**src/rtl/wb_initiator_pkg.sv**
```systemverilog
// Shared widths, FSM state type and response record for the Wishbone initiator.
// No logic; imported by the interface, the initiator and its bench.
package wb_initiator_pkg;

  localparam int ADR_WIDTH = 32;
  localparam int DAT_WIDTH = 32;
  localparam int SEL_WIDTH = DAT_WIDTH / 8;

  typedef enum logic [1:0] {
    ST_IDLE = 2'd0,
    ST_BUS  = 2'd1,
    ST_RESP = 2'd2
  } state_e;

  typedef struct packed {
    logic [DAT_WIDTH-1:0] dat;
    logic                 err;
    logic                 timeout;
  } rsp_t;

endpackage

```
**src/rtl/wb_initiator_if.sv**
```systemverilog
// Command/response streams plus the Wishbone master bus of one initiator.
// Signal suffixes are named from the initiator's point of view.
interface wb_initiator_if;
  import wb_initiator_pkg::*;

  logic                 cmd_valid_i;
  logic                 cmd_ready_o;
  logic                 cmd_we_i;
  logic [ADR_WIDTH-1:0] cmd_adr_i;
  logic [DAT_WIDTH-1:0] cmd_dat_i;
  logic [SEL_WIDTH-1:0] cmd_sel_i;

  logic                 rsp_valid_o;
  logic                 rsp_ready_i;
  logic [DAT_WIDTH-1:0] rsp_dat_o;
  logic                 rsp_err_o;
  logic                 rsp_timeout_o;

  logic                 cyc_o;
  logic                 stb_o;
  logic                 we_o;
  logic [ADR_WIDTH-1:0] adr_o;
  logic [DAT_WIDTH-1:0] dat_o;
  logic [SEL_WIDTH-1:0] sel_o;
  logic [DAT_WIDTH-1:0] dat_i;
  logic                 ack_i;
  logic                 err_i;

  modport master (
    input  cmd_valid_i, cmd_we_i, cmd_adr_i, cmd_dat_i, cmd_sel_i,
    output cmd_ready_o,
    output rsp_valid_o, rsp_dat_o, rsp_err_o, rsp_timeout_o,
    input  rsp_ready_i,
    output cyc_o, stb_o, we_o, adr_o, dat_o, sel_o,
    input  dat_i, ack_i, err_i
  );

  modport slave (
    output cmd_valid_i, cmd_we_i, cmd_adr_i, cmd_dat_i, cmd_sel_i,
    input  cmd_ready_o,
    input  rsp_valid_o, rsp_dat_o, rsp_err_o, rsp_timeout_o,
    output rsp_ready_i,
    input  cyc_o, stb_o, we_o, adr_o, dat_o, sel_o,
    output dat_i, ack_i, err_i
  );

endinterface

```
**src/rtl/wb_initiator.sv**
```systemverilog
// Single-outstanding Wishbone classic initiator: one command -> one bus cycle -> one response.
// Zero-wait slave gives rsp_valid one edge after accept; a stalled rsp_ready holds RESP and blocks new commands.
module wb_initiator
  import wb_initiator_pkg::*;
#(
  parameter int unsigned TIMEOUT_CLOCKS = 16
) (
  input  logic            clk_i,
  input  logic            rst_n_i,
  wb_initiator_if.master  bus
);

  localparam bit          TO_EN   = (TIMEOUT_CLOCKS != 0);
  localparam logic [31:0] TO_LAST = 32'(TIMEOUT_CLOCKS) - 32'd1;

  state_e               state_q, state_d;
  logic                 cyc_q, cyc_d;
  logic                 we_q, we_d;
  logic [ADR_WIDTH-1:0] adr_q, adr_d;
  logic [DAT_WIDTH-1:0] dat_q, dat_d;
  logic [SEL_WIDTH-1:0] sel_q, sel_d;
  logic                 rsp_vld_q, rsp_vld_d;
  rsp_t                 rsp_q, rsp_d;
  logic [31:0]          cnt_q, cnt_d;
  logic                 done;

  assign bus.cmd_ready_o   = (state_q == ST_IDLE);
  assign bus.cyc_o         = cyc_q;
  assign bus.stb_o         = cyc_q;
  assign bus.we_o          = we_q;
  assign bus.adr_o         = adr_q;
  assign bus.dat_o         = dat_q;
  assign bus.sel_o         = sel_q;
  assign bus.rsp_valid_o   = rsp_vld_q;
  assign bus.rsp_dat_o     = rsp_q.dat;
  assign bus.rsp_err_o     = rsp_q.err;
  assign bus.rsp_timeout_o = rsp_q.timeout;

  always_comb begin
    state_d   = state_q;
    cyc_d     = cyc_q;
    we_d      = we_q;
    adr_d     = adr_q;
    dat_d     = dat_q;
    sel_d     = sel_q;
    rsp_vld_d = rsp_vld_q;
    rsp_d     = rsp_q;
    cnt_d     = cnt_q;
    done      = 1'b0;

    unique case (state_q)
      ST_IDLE: begin
        if (bus.cmd_valid_i) begin
          we_d    = bus.cmd_we_i;
          adr_d   = bus.cmd_adr_i;
          dat_d   = bus.cmd_dat_i;
          sel_d   = bus.cmd_sel_i;
          cyc_d   = 1'b1;
          cnt_d   = '0;
          state_d = ST_BUS;
        end
      end
      ST_BUS: begin
        // err has priority over ack when a slave raises both
        if (bus.err_i) begin
          rsp_d = '{dat: '0, err: 1'b1, timeout: 1'b0};
          done  = 1'b1;
        end else if (bus.ack_i) begin
          rsp_d = '{dat: (we_q ? '0 : bus.dat_i), err: 1'b0, timeout: 1'b0};
          done  = 1'b1;
        end else if (TO_EN && (cnt_q == TO_LAST)) begin
          rsp_d = '{dat: '0, err: 1'b1, timeout: 1'b1};
          done  = 1'b1;
        end else begin
          cnt_d = cnt_q + 32'd1;
        end
        if (done) begin
          cyc_d     = 1'b0;
          rsp_vld_d = 1'b1;
          state_d   = ST_RESP;
        end
      end
      ST_RESP: begin
        if (bus.rsp_ready_i) begin
          rsp_vld_d     = 1'b0;
          rsp_d.err     = 1'b0;
          rsp_d.timeout = 1'b0;
          state_d       = ST_IDLE;
        end
      end
      default: state_d = ST_IDLE;
    endcase
  end

  always_ff @(posedge clk_i or negedge rst_n_i) begin
    if (!rst_n_i) begin
      state_q   <= ST_IDLE;
      cyc_q     <= 1'b0;
      we_q      <= 1'b0;
      adr_q     <= '0;
      dat_q     <= '0;
      sel_q     <= '0;
      rsp_vld_q <= 1'b0;
      rsp_q     <= '0;
      cnt_q     <= '0;
    end else begin
      state_q   <= state_d;
      cyc_q     <= cyc_d;
      we_q      <= we_d;
      adr_q     <= adr_d;
      dat_q     <= dat_d;
      sel_q     <= sel_d;
      rsp_vld_q <= rsp_vld_d;
      rsp_q     <= rsp_d;
      cnt_q     <= cnt_d;
    end
  end

endmodule

```
**src/flat_wrapper.sv**
```systemverilog
// flat-port wrapper written by rule: the top's interface ports become plain ports
module wb_initiator_flat import wb_initiator_pkg::*;
#(
  parameter int unsigned TIMEOUT_CLOCKS = 16
)
  (clk_i, rst_n_i, bus_cmd_valid_i, bus_cmd_we_i, bus_cmd_adr_i, bus_cmd_dat_i, bus_cmd_sel_i, bus_cmd_ready_o, bus_rsp_valid_o, bus_rsp_dat_o, bus_rsp_err_o, bus_rsp_timeout_o, bus_rsp_ready_i, bus_cyc_o, bus_stb_o, bus_we_o, bus_adr_o, bus_dat_o, bus_sel_o, bus_dat_i, bus_ack_i, bus_err_i);
  wb_initiator_if bus_i ();
  input  logic clk_i;
  input  logic rst_n_i;
  input wire logic [$bits(bus_i.cmd_valid_i)-1:0] bus_cmd_valid_i;
  input wire logic [$bits(bus_i.cmd_we_i)-1:0] bus_cmd_we_i;
  input wire logic [$bits(bus_i.cmd_adr_i)-1:0] bus_cmd_adr_i;
  input wire logic [$bits(bus_i.cmd_dat_i)-1:0] bus_cmd_dat_i;
  input wire logic [$bits(bus_i.cmd_sel_i)-1:0] bus_cmd_sel_i;
  output wire logic [$bits(bus_i.cmd_ready_o)-1:0] bus_cmd_ready_o;
  output wire logic [$bits(bus_i.rsp_valid_o)-1:0] bus_rsp_valid_o;
  output wire logic [$bits(bus_i.rsp_dat_o)-1:0] bus_rsp_dat_o;
  output wire logic [$bits(bus_i.rsp_err_o)-1:0] bus_rsp_err_o;
  output wire logic [$bits(bus_i.rsp_timeout_o)-1:0] bus_rsp_timeout_o;
  input wire logic [$bits(bus_i.rsp_ready_i)-1:0] bus_rsp_ready_i;
  output wire logic [$bits(bus_i.cyc_o)-1:0] bus_cyc_o;
  output wire logic [$bits(bus_i.stb_o)-1:0] bus_stb_o;
  output wire logic [$bits(bus_i.we_o)-1:0] bus_we_o;
  output wire logic [$bits(bus_i.adr_o)-1:0] bus_adr_o;
  output wire logic [$bits(bus_i.dat_o)-1:0] bus_dat_o;
  output wire logic [$bits(bus_i.sel_o)-1:0] bus_sel_o;
  input wire logic [$bits(bus_i.dat_i)-1:0] bus_dat_i;
  input wire logic [$bits(bus_i.ack_i)-1:0] bus_ack_i;
  input wire logic [$bits(bus_i.err_i)-1:0] bus_err_i;
  assign bus_i.cmd_valid_i = bus_cmd_valid_i;
  assign bus_i.cmd_we_i = bus_cmd_we_i;
  assign bus_i.cmd_adr_i = bus_cmd_adr_i;
  assign bus_i.cmd_dat_i = bus_cmd_dat_i;
  assign bus_i.cmd_sel_i = bus_cmd_sel_i;
  assign bus_cmd_ready_o = bus_i.cmd_ready_o;
  assign bus_rsp_valid_o = bus_i.rsp_valid_o;
  assign bus_rsp_dat_o = bus_i.rsp_dat_o;
  assign bus_rsp_err_o = bus_i.rsp_err_o;
  assign bus_rsp_timeout_o = bus_i.rsp_timeout_o;
  assign bus_i.rsp_ready_i = bus_rsp_ready_i;
  assign bus_cyc_o = bus_i.cyc_o;
  assign bus_stb_o = bus_i.stb_o;
  assign bus_we_o = bus_i.we_o;
  assign bus_adr_o = bus_i.adr_o;
  assign bus_dat_o = bus_i.dat_o;
  assign bus_sel_o = bus_i.sel_o;
  assign bus_i.dat_i = bus_dat_i;
  assign bus_i.ack_i = bus_ack_i;
  assign bus_i.err_i = bus_err_i;
  wb_initiator #(.TIMEOUT_CLOCKS(TIMEOUT_CLOCKS)) u_core (.clk_i(clk_i), .rst_n_i(rst_n_i), .bus(bus_i));
endmodule
```
**config.mk**
```make
export PLATFORM = sky130hd
export DESIGN_NAME = wb_initiator_flat
export DESIGN_NICKNAME = d
export VERILOG_FILES = /design/src/rtl/wb_initiator_pkg.sv /design/src/rtl/wb_initiator_if.sv /design/src/rtl/wb_initiator.sv /design/src/flat_wrapper.sv
export SDC_FILE = /design/constraint.sdc
export NUM_CORES = 1
export LEC_CHECK = 0
export CAP_MARGIN = 20
export CORE_MARGIN = 1.5
export CORE_UTILIZATION = 35
export CTS_BUF_LIST = sky130_fd_sc_hd__clkbuf_8
export CTS_CLUSTER_DIAMETER = 150
export DETAILED_ROUTE_END_ITERATION = 10
export PLACE_DENSITY = 0.62
export SYNTH_ARGS = -nofsm -noshare
export SYNTH_HDL_FRONTEND = slang
export SYNTH_SLANG_ARGS = --single-unit
```
**constraint.sdc**
```tcl
create_clock -name clk_i -period 4.7 [get_ports clk_i]
set_input_delay 0.94 -clock clk_i [delete_from_list [all_inputs] [get_ports clk_i]]
set_output_delay 0.94 -clock clk_i [all_outputs]
set_load 0.02 [all_outputs]
```
==> results of run 1 <==
[cells in the final DEF, fill, tap and decap left out, types with 3 or more instances in the layout]
cell               n
a21oi_1           12
and3_1             8
buf_4              9
bufinv_16          3
clkbuf_8          18
clkdlybuf4s50_1  212
clkinvlp_4         4
dfrtp_1          139
inv_1             40
inv_6              4
mux2i_1           34
nand2_1          266
nand2b_1           3
nand3_1           13
nand4_1            4
nor2_1            15
nor3_1             3
nor4_1             9
o2111ai_1          3
o211ai_1           9
o21ai_0           13
o31ai_1            5
or3_1              8
or4_1              7
xnor2_1            3
xor2_1             5
[metrics by stage]
step	hold WS, ns	area (sq um)
after floorplan	0.468	6020
after global placement	0.457	8390
after detailed placement	0.461	8390
after CTS	0.481	8800
after global routing	0.501	8810
final	0.478	8810
[report_power, final]
group	switching, W	internal [W]	leakage, nW
registers	0.000260	0.00162	1.80
logic	0.00127	0.00105	2.15
clock network	0.000481	0.000540	0.205
[cell families (layout without fill, tap and decap cells)]
family                   count (synthesis)  in the layout
flip-flops                             139            139
AO/OA/AOI/OAI                           50             50
buffers and inverters                   68            292
AND/OR/NAND/NOR                        351            351
XOR/XNOR                                 8              8
adder cells (fa/ha/maj)                  1              1
multiplexers                            34             34
[how the worst min path moves through the flow]
| stage | slack (ns) | to | depth (start not counted) | start |
|---|---|---|---|---|
| after global placement | 0.46 | u_core.bus.adr_o[3] | 2 | u_core.bus.adr_o[3] |
| after floorplan | 0.47 | u_core.cnt_q[28] | 1 | u_core.cnt_q[28] |
| after detailed placement | 0.46 | u_core.bus.dat_o[7] | 2 | u_core.bus.dat_o[7] |
| after global routing | 0.50 | u_core.bus.dat_o[6] | 2 | u_core.bus.dat_o[6] |
| after CTS | 0.48 | u_core.bus.dat_o[1] | 2 | u_core.bus.dat_o[1] |
| final | 0.48 | u_core.bus.adr_o[9] | 2 | u_core.bus.adr_o[9] |
[cell type report]
class,count,area (sq um),area share [%]
inverter,38,143,1.62
tap,220,275,3.13
multi-input combinational,444,2300,26.1
timing repair buffer,222,2190,24.9
clock inverter,14,168,1.90
sequential,139,3480,39.5
clock buffer,18,248,2.81
[metal layers]
layer	wire length, um	part of all wire, %	up-vias	global-route usage (%)
met5	0	0	-	0
met4	259	1.6	0	6.09
met3	1450	8.8	17	7.79
met2	7980	49	174	31.0
met1	6750	41	2526	22.1
li1	-	-	2527	-
[registers in the layout (all words and copies together), names as in the netlist, 2 cells and up]
name                  cells
u_core.bus.dat_o         32
u_core.bus.rsp_dat_o     32
u_core.bus.adr_o         32
u_core.cnt_q             32
u_core.bus.sel_o          4
u_core.state_q            2
[tightest hold or removal path: stages, from the launching register on]
cell and delay, ns:
dfrtp_1 0.35, nand2_1 0.05, nand2_1 0.05
==> results_dict.tcl, run 1 <==
set metrics [dict create \
    status "finished clean" \
    clock_sinks 139 \
    clock_path_buffers 2 \
    total_power_w 0.00523 \
    dpl.cell_count 1062 \
    port_buffers 213 \
    cts_tree "yes" \
    fin_crit_ns 3.10 \
    antenna_found_initial 0 \
    path_clk_slew_ns 0.08 \
    fillers 1539 \
    r2r_start "u_core.state_q[1]" \
    ys_ff_latch 139 \
    synth_edf_count 0 \
    synthAdderAreaFrac_pct 0.208 \
    nNetsFinal 970 \
    tightest_slew_ns 0.905 \
    grt_pass1_vias 5467 \
    ant_nets 0 \
    worstRegToRegCells 5 \
    ys_warn_count 0 \
    num_antenna_cells 0 \
    via_per_inst 4.79 \
    cp_max_fo 8 \
    initial_core_util_pct 36.1 \
    async_flop_share_pct 100 \
    leakagePower_nw 4.15 \
    cp.depth 6 \
    route.vias.total 5244 \
    netlist_area_sq_um 6020 \
    yosys.area_share.simple_pct 25.4 \
    path_cells "clkdlybuf4s50_1 > or4b_1 > nor4_2 > nand4_2 > or4_1 > nand2_1" \
    place_worst_setup_slack_ns 1.19 \
    hold_violations 0 \
    vdd_ir_drop_max_v 0.000347 \
    syn_inst 651 \
    grtUsageTotal_pct 18.7 \
    maxCapViolCount 0 \
    fin_ws_ns 1.60 \
    yosysTopAreaCell "dfrtp_1" \
    fin_cells 1095 \
    rows 47 \
    slowest_delay_ns 0.65 \
    post-route-util_pct 52.7 \
    wl_per_cell_um 15.0 \
    cts_htree_levels 4 \
    hpwl_um 11700 \
    startpoint "bus_err_i" \
    r2r_slack_ns 2.21 \
    synth_top_area_share_pct 57.7 \
    cts-root-buf "clkbuf_8" \
    synth_area_leaders "dfrtp_1 58%, nand2_1 17%, mux2i_1 5.6%" \
    max_freq_ghz 0.323 \
    drive_gt1_share_pct 5.83 \
    tns_ns 0 \
    end_kind "register" \
    hold_class "reg2reg" \
    cts_setup_buffers 0 \
    ys_dominant_reg_cell "dfrtp_1" \
    syn_area_per_cell_sq_um 9.25 \
    syn_to_final_growth_pct 46.2 \
    worstSetupPathType "in2reg" \
    grt_max_degree 63 \
    io_pins 214 \
    worstPathRequired_ns 5.08 \
    power_density_nw_per_um2 594 \
    numCtsBuffers 17 \
    synth_cell_types 44 \
    worst_ep_arrival_time_ns 3.48 \
    critPathTopFamily "simple AND/OR/NAND/NOR gates" \
    startpoint_type "input pin" \
    rr_endpoint "u_core.cnt_q[26]" \
    drt-initial-drc-count 207 \
    synth-xor-area-share_pct 1.16 \
    die-area_sq_um 18000 \
    grt-ovfl-total 0 \
    setup_viol 0 \
    routed_wl_um 16400 \
    report.final.slew_viol_count 0 \
    synth_top_family_by_area "simple AND/OR/NAND/NOR gates" \
    critPathBufInv 1 \
    seq_area_frac_synth_pct 57.7 \
    routabilityCongestion 0.782 \
    critPathSlowestCell "or4b_1" \
    finClkSkew_ns 0.0156 \
    synthMuxAreaShare_pct 5.65 \
    critPathCapture "u_core.cnt_q[26]" \
    fin_crit_sh_pct 66.0 \
    synth_commonest_cells "267 x nand2_1, 139 x dfrtp_1, 38 x inv_1" \
    rsz0062_at_grt "false" \
    slew_headroom_pct 39.7 \
    core-area_sq_um 16700 \
    drc 0 \
    synth.most_common_cell "nand2_1" \
    dr.pass1.iters 5 \
    dieHeight_um 134 \
    ctsHoldBuffers 0 \
    cts_resized 0 \
    clock_latency_ns 0.45 \
    grt_pass1_wl_um 26800 \
    synth_nets 759 \
    synth_compound_gate_area_share_pct 5.38 \
    die_w_um 134 \
]
Note: power is estimated with default switching activity, not from simulation.
==> inputs of run 2 (changes only) <==
clock period = 3.22 ns   (was 4.7 ns; I/O delays follow)
==> results_dict.tcl, run 2 (synthesized netlist as in run 1, its figures left out) <==
set metrics [dict create \
    startpoint_type "input pin" \
    clock_path_buffers 2 \
    slew_headroom_pct 52.6 \
    hpwl_um 11400 \
    grtUsageTotal_pct 18.8 \
    use_met3_pct 8.39 \
    die_w_um 134 \
    placed_area_sq_um 8440 \
    rsz0062_at_grt "false" \
    status "finished clean" \
    rr_endpoint "u_core.cnt_q[31]" \
    dieHeight_um 134 \
    cts_resized 0 \
    setup_viol 0 \
    ant_nets 0 \
    clock_latency_ns 0.44 \
    routabilityCongestion 0.834 \
    met1_usage_pct 22.8 \
    route.vias.total 5203 \
    hold_class "in2async" \
    tns_ns 0 \
    worstRegToRegCells 5 \
    tightest_slew_ns 0.709 \
    initial_core_util_pct 36.1 \
    routed_wl_um 16200 \
    grt_busiest_layer "met2" \
    leakagePower_nw 4.22 \
    worst_ep_arrival_time_ns 2.86 \
    cts-root-buf "clkbuf_8" \
    core-area_sq_um 16700 \
    drc 0 \
    fin_cells 1101 \
    r2r_start "u_core.cnt_q[7]" \
    cp_max_fo 11 \
    fin_crit_ns 2.51 \
    post-route-util_pct 53.5 \
    syn_to_final_growth_pct 48.3 \
    grt-ovfl-total 0 \
    rows 47 \
    cts_tree "yes" \
    grtUsageMet2_pct 29.9 \
    numCtsBuffers 17 \
    r2r_slack_ns 0.85 \
    power_density_nw_per_um2 880 \
    grt_pass1_vias 5467 \
    num_antenna_cells 0 \
    cts_setup_buffers 0 \
    layout_commonest_cell "nand2_1" \
    via_per_inst 4.73 \
    fin_ws_ns 0.713 \
    place_worst_setup_slack_ns 0.279 \
    dpl.cell_count 1068 \
    port_buffers 213 \
    drt-initial-drc-count 246 \
    nNetsFinal 976 \
    clock_sinks 139 \
    cts_htree_levels 4 \
    fin_crit_sh_pct 77.9 \
    finClkSkew_ns 0.0128 \
    ctsHoldBuffers 0 \
    dr.pass1.iters 5 \
    worstSetupPathType "in2reg" \
    hold_violations 0 \
    max_freq_ghz 0.399 \
    fin_area_sq_um 8940 \
    worstPathRequired_ns 3.57 \
    io_pins 214 \
    end_kind "register" \
    report.final.slew_viol_count 0 \
    final_cell_mix "266 x nand2_1, 212 x clkdlybuf4s50_1, 139 x dfrtp_1" \
    path_clk_slew_ns 0.09 \
    die-area_sq_um 18000 \
    grt_pass1_wl_um 26800 \
    maxCapViolCount 0 \
    wl_per_cell_um 14.7 \
    antenna_found_initial 0 \
    vdd_ir_drop_max_v 0.000542 \
    drive_gt1_share_pct 6.58 \
    grt_max_degree 66 \
]
-- run 2: cell types whose count changed in the layout (fill, tap and decap cells not counted) --
cell	delta
clkinv_2	-1
inv_6	-2
bufinv_16	+3
inv_1	-1
clkinvlp_4	-1
clkinv_4	+2
buf_4	+5
buf_12	+1
-- run 2: layer usage --
layer	wire length, um	part of all wire (%)	vias up
met5	0	0	-
met4	228	1.4	0
met3	1480	9.1	17
met2	7580	47	163
met1	6920	43	2468
li1	-	-	2555
-- run 2: layout make-up --
| cell class | instances | area (sq um) |
|---|---|---|
| Clock buffer | 18 | 248 |
| Clock inverter | 14 | 241 |
| Fill cell | 1489 | 7760 |
| Inverter | 38 | 143 |
| Multi-Input combinational cell | 444 | 2300 |
| Sequential cell | 139 | 3480 |
| Tap cell | 220 | 275 |
| Timing Repair Buffer | 228 | 2250 |
-- run 2: worst max-delay path: stages --
cell	delay [ns]
clkdlybuf4s50_1	0.54
nor4b_4	0.30
nand2_1	0.11
or4_4	0.59
or4_1	0.49
a21oi_1	0.18
-- run 2: worst max-delay path by stage --
stage / start / to / slack (ns) / cells after the start
after floorplan: bus_err_i / u_core.cnt_q[25] / 0.83 / 6
after global placement: bus_ack_i / u_core.cnt_q[29] / 0.31 / 7
after detailed placement: bus_ack_i / u_core.cnt_q[28] / 0.28 / 8
after CTS: u_core.cnt_q[28] / u_core.cnt_q[1] / 0.52 / 5
after global routing: bus_ack_i / u_core.cnt_q[30] / 0.60 / 7
final: bus_ack_i / u_core.cnt_q[31] / 0.71 / 6
-- run 2: through the flow --
stage	hold slack, ns	power, W
6_report	0.190	0.00787
5_1_grt	0.199	0.00834
4_1_cts	0.187	0.00796
3_5_place_dp	0.461	0.00620
3_3_place_gp	0.457	0.00613
2_1_floorplan	0.348	0.00443
-- run 2: power breakdown --
part / internal, W / leakage (nW) / switching, W
combinational: 0.00155 / 2.18 / 0.00185
clock: 0.00103 / 0.237 / 0.000700
sequential: 0.00237 / 1.80 / 0.000373
==> inputs of run 3 (changes only) <==
clock period = 2.48 ns   (was 3.22 ns; I/O delays follow)
==> results_dict.tcl, run 3 (synthesized netlist as in run 1, its figures left out) <==
set metrics [dict create \
    cts_resized 0 \
    drc 0 \
    max_freq_ghz 0.432 \
    slew_headroom_pct 62.6 \
    worstSetupPathType "reg2out" \
    cts-root-buf "clkbuf_8" \
    hold_ws_ns 0.478 \
    post-route-util_pct 53.7 \
    grt-ovfl-total 0 \
    drive_gt1_share_pct 7.63 \
    fin_crit_sh_pct 93.2 \
    grt_pass1_wl_um 27300 \
    numCtsBuffers 17 \
    place_worst_setup_slack_ns -0.241 \
    r2r_slack_ns 0.26 \
    tightest_slew_ns 0.560 \
    maxCapViolCount 0 \
    rsz0062_at_grt "false" \
    hpwl_um 11800 \
    path_clk_slew_ns 0.09 \
    routabilityCongestion 0.814 \
    route.vias.total 5279 \
    hold_class "reg2reg" \
    power_density_nw_per_um2 1100 \
    final_cell_mix "266 x nand2_1, 212 x clkdlybuf4s50_1, 139 x dfrtp_1" \
    multi_input_area_sq_um 2300 \
    fin_area_sq_um 8970 \
    num_antenna_cells 0 \
    finClkSkew_ns 0.0116 \
    hold_violations 0 \
    via_per_inst 4.75 \
    worst_ep_arrival_time_ns 1.82 \
    total_power_w 0.00989 \
    wl_per_cell_um 14.9 \
    cp_max_fo 6 \
    clock_latency_ns 0.45 \
    grt_pass1_vias 5690 \
    hold_start "u_core.bus.sel_o[3]" \
    report.final.slew_viol_count 0 \
    nNetsFinal 986 \
    ant_nets 0 \
    clock_sinks 139 \
    layout.area.seq_sq_um 3480 \
    status "finished clean" \
    leakagePower_nw 4.24 \
    layout_commonest_cell "nand2_1" \
    placed_area_sq_um 8570 \
    setup_viol 0 \
    fillers 1558 \
    port_buffers 213 \
    drt-initial-drc-count 235 \
    startpoint "u_core.state_q[1]" \
    cts_htree_levels 4 \
    dr.pass1.iters 4 \
    io_pins 214 \
    startpoint_type "register" \
    rows 47 \
    syn_to_final_growth_pct 48.9 \
    clock_path_buffers 2 \
    fin_ws_ns 0.168 \
    grt_max_degree 60 \
    die_w_um 134 \
    routed_wl_um 16600 \
    grtUsageTotal_pct 19.1 \
    dieHeight_um 134 \
    fin_crit_ns 2.31 \
    vdd_ir_drop_max_v 0.000549 \
    cts_tree "yes" \
    die-area_sq_um 18000 \
    initial_core_util_pct 36.1 \
    worstPathRequired_ns 1.98 \
    antenna_found_initial 0 \
    core-area_sq_um 16700 \
    end_kind "output port" \
    r2r_start "u_core.cnt_q[2]" \
]
## run 3: cell count changes in the layout (fill, tap and decap cells not counted)
cell,before,now
clkinv_4,2,4
buf_2,1,0
buf_4,14,20
inv_1,39,38
dlygate4sd3_1,0,1
inv_6,2,5
bufinv_16,6,1
clkbuf_8,18,19
buf_12,1,5
## run 3: area by class of cell
| cell class | count | share of cell area (%) |
|---|---|---|
| flip-flops and latches | 139 | 38.8 |
| repair buffers | 238 | 26.6 |
| well taps | 220 | 3.07 |
| multi-input cells | 444 | 25.6 |
| inverters | 38 | 1.59 |
| clock inverters | 13 | 1.46 |
| clock buffers | 19 | 2.91 |
## run 3: repair_timing
item,4_1_cts,5_1_grt
hold buffers,1,0
endpoints found under the hold margin,11,0
buffers inserted,0,0
## run 3: stage by stage
stage               std cells  TNS (ns)
floorplan                 651         0
global placement         1078     -1.57
detailed placement       1078     -2.28
CTS                      1111         0
global route             1111         0
finish                   1111         0
## run 3: where the power goes
group          internal, W  total, W  leakage (nW)  switching [W]
registers          0.00308   0.00357          1.80       0.000490
clock network     0.000867   0.00182         0.190       0.000958
logic              0.00208   0.00450          2.24        0.00242
total              0.00602   0.00989          4.24        0.00387
## run 3: layer usage
layer | up-vias | global-route usage [%] | share of wire (%)
li1 | 2564 | - | -
met3 | 21 | 8.65 | 9.8
met4 | 0 | 6.39 | 1.7
met2 | 163 | 31.7 | 47
met1 | 2531 | 21.9 | 41
met5 | - | 0 | 0
## run 3: path summary, 6_finish.rpt
check | endpoint | cells past startpoint
max | bus_cmd_ready_o | 2
min | u_core.bus.sel_o[3] | 2
max reg2reg | u_core.cnt_q[31] | 5
min reg2reg | u_core.bus.sel_o[3] | 2
max in group asynchronous | u_core.bus.dat_o[27] | 3
min in group asynchronous | u_core.bus.adr_o[0] | 2
## run 3: worst max-delay path, stage by stage (launching register included)
cell and delay (ns):
dfrtp_1 0.46, nor2_1 0.24, clkdlybuf4s50_1 0.67
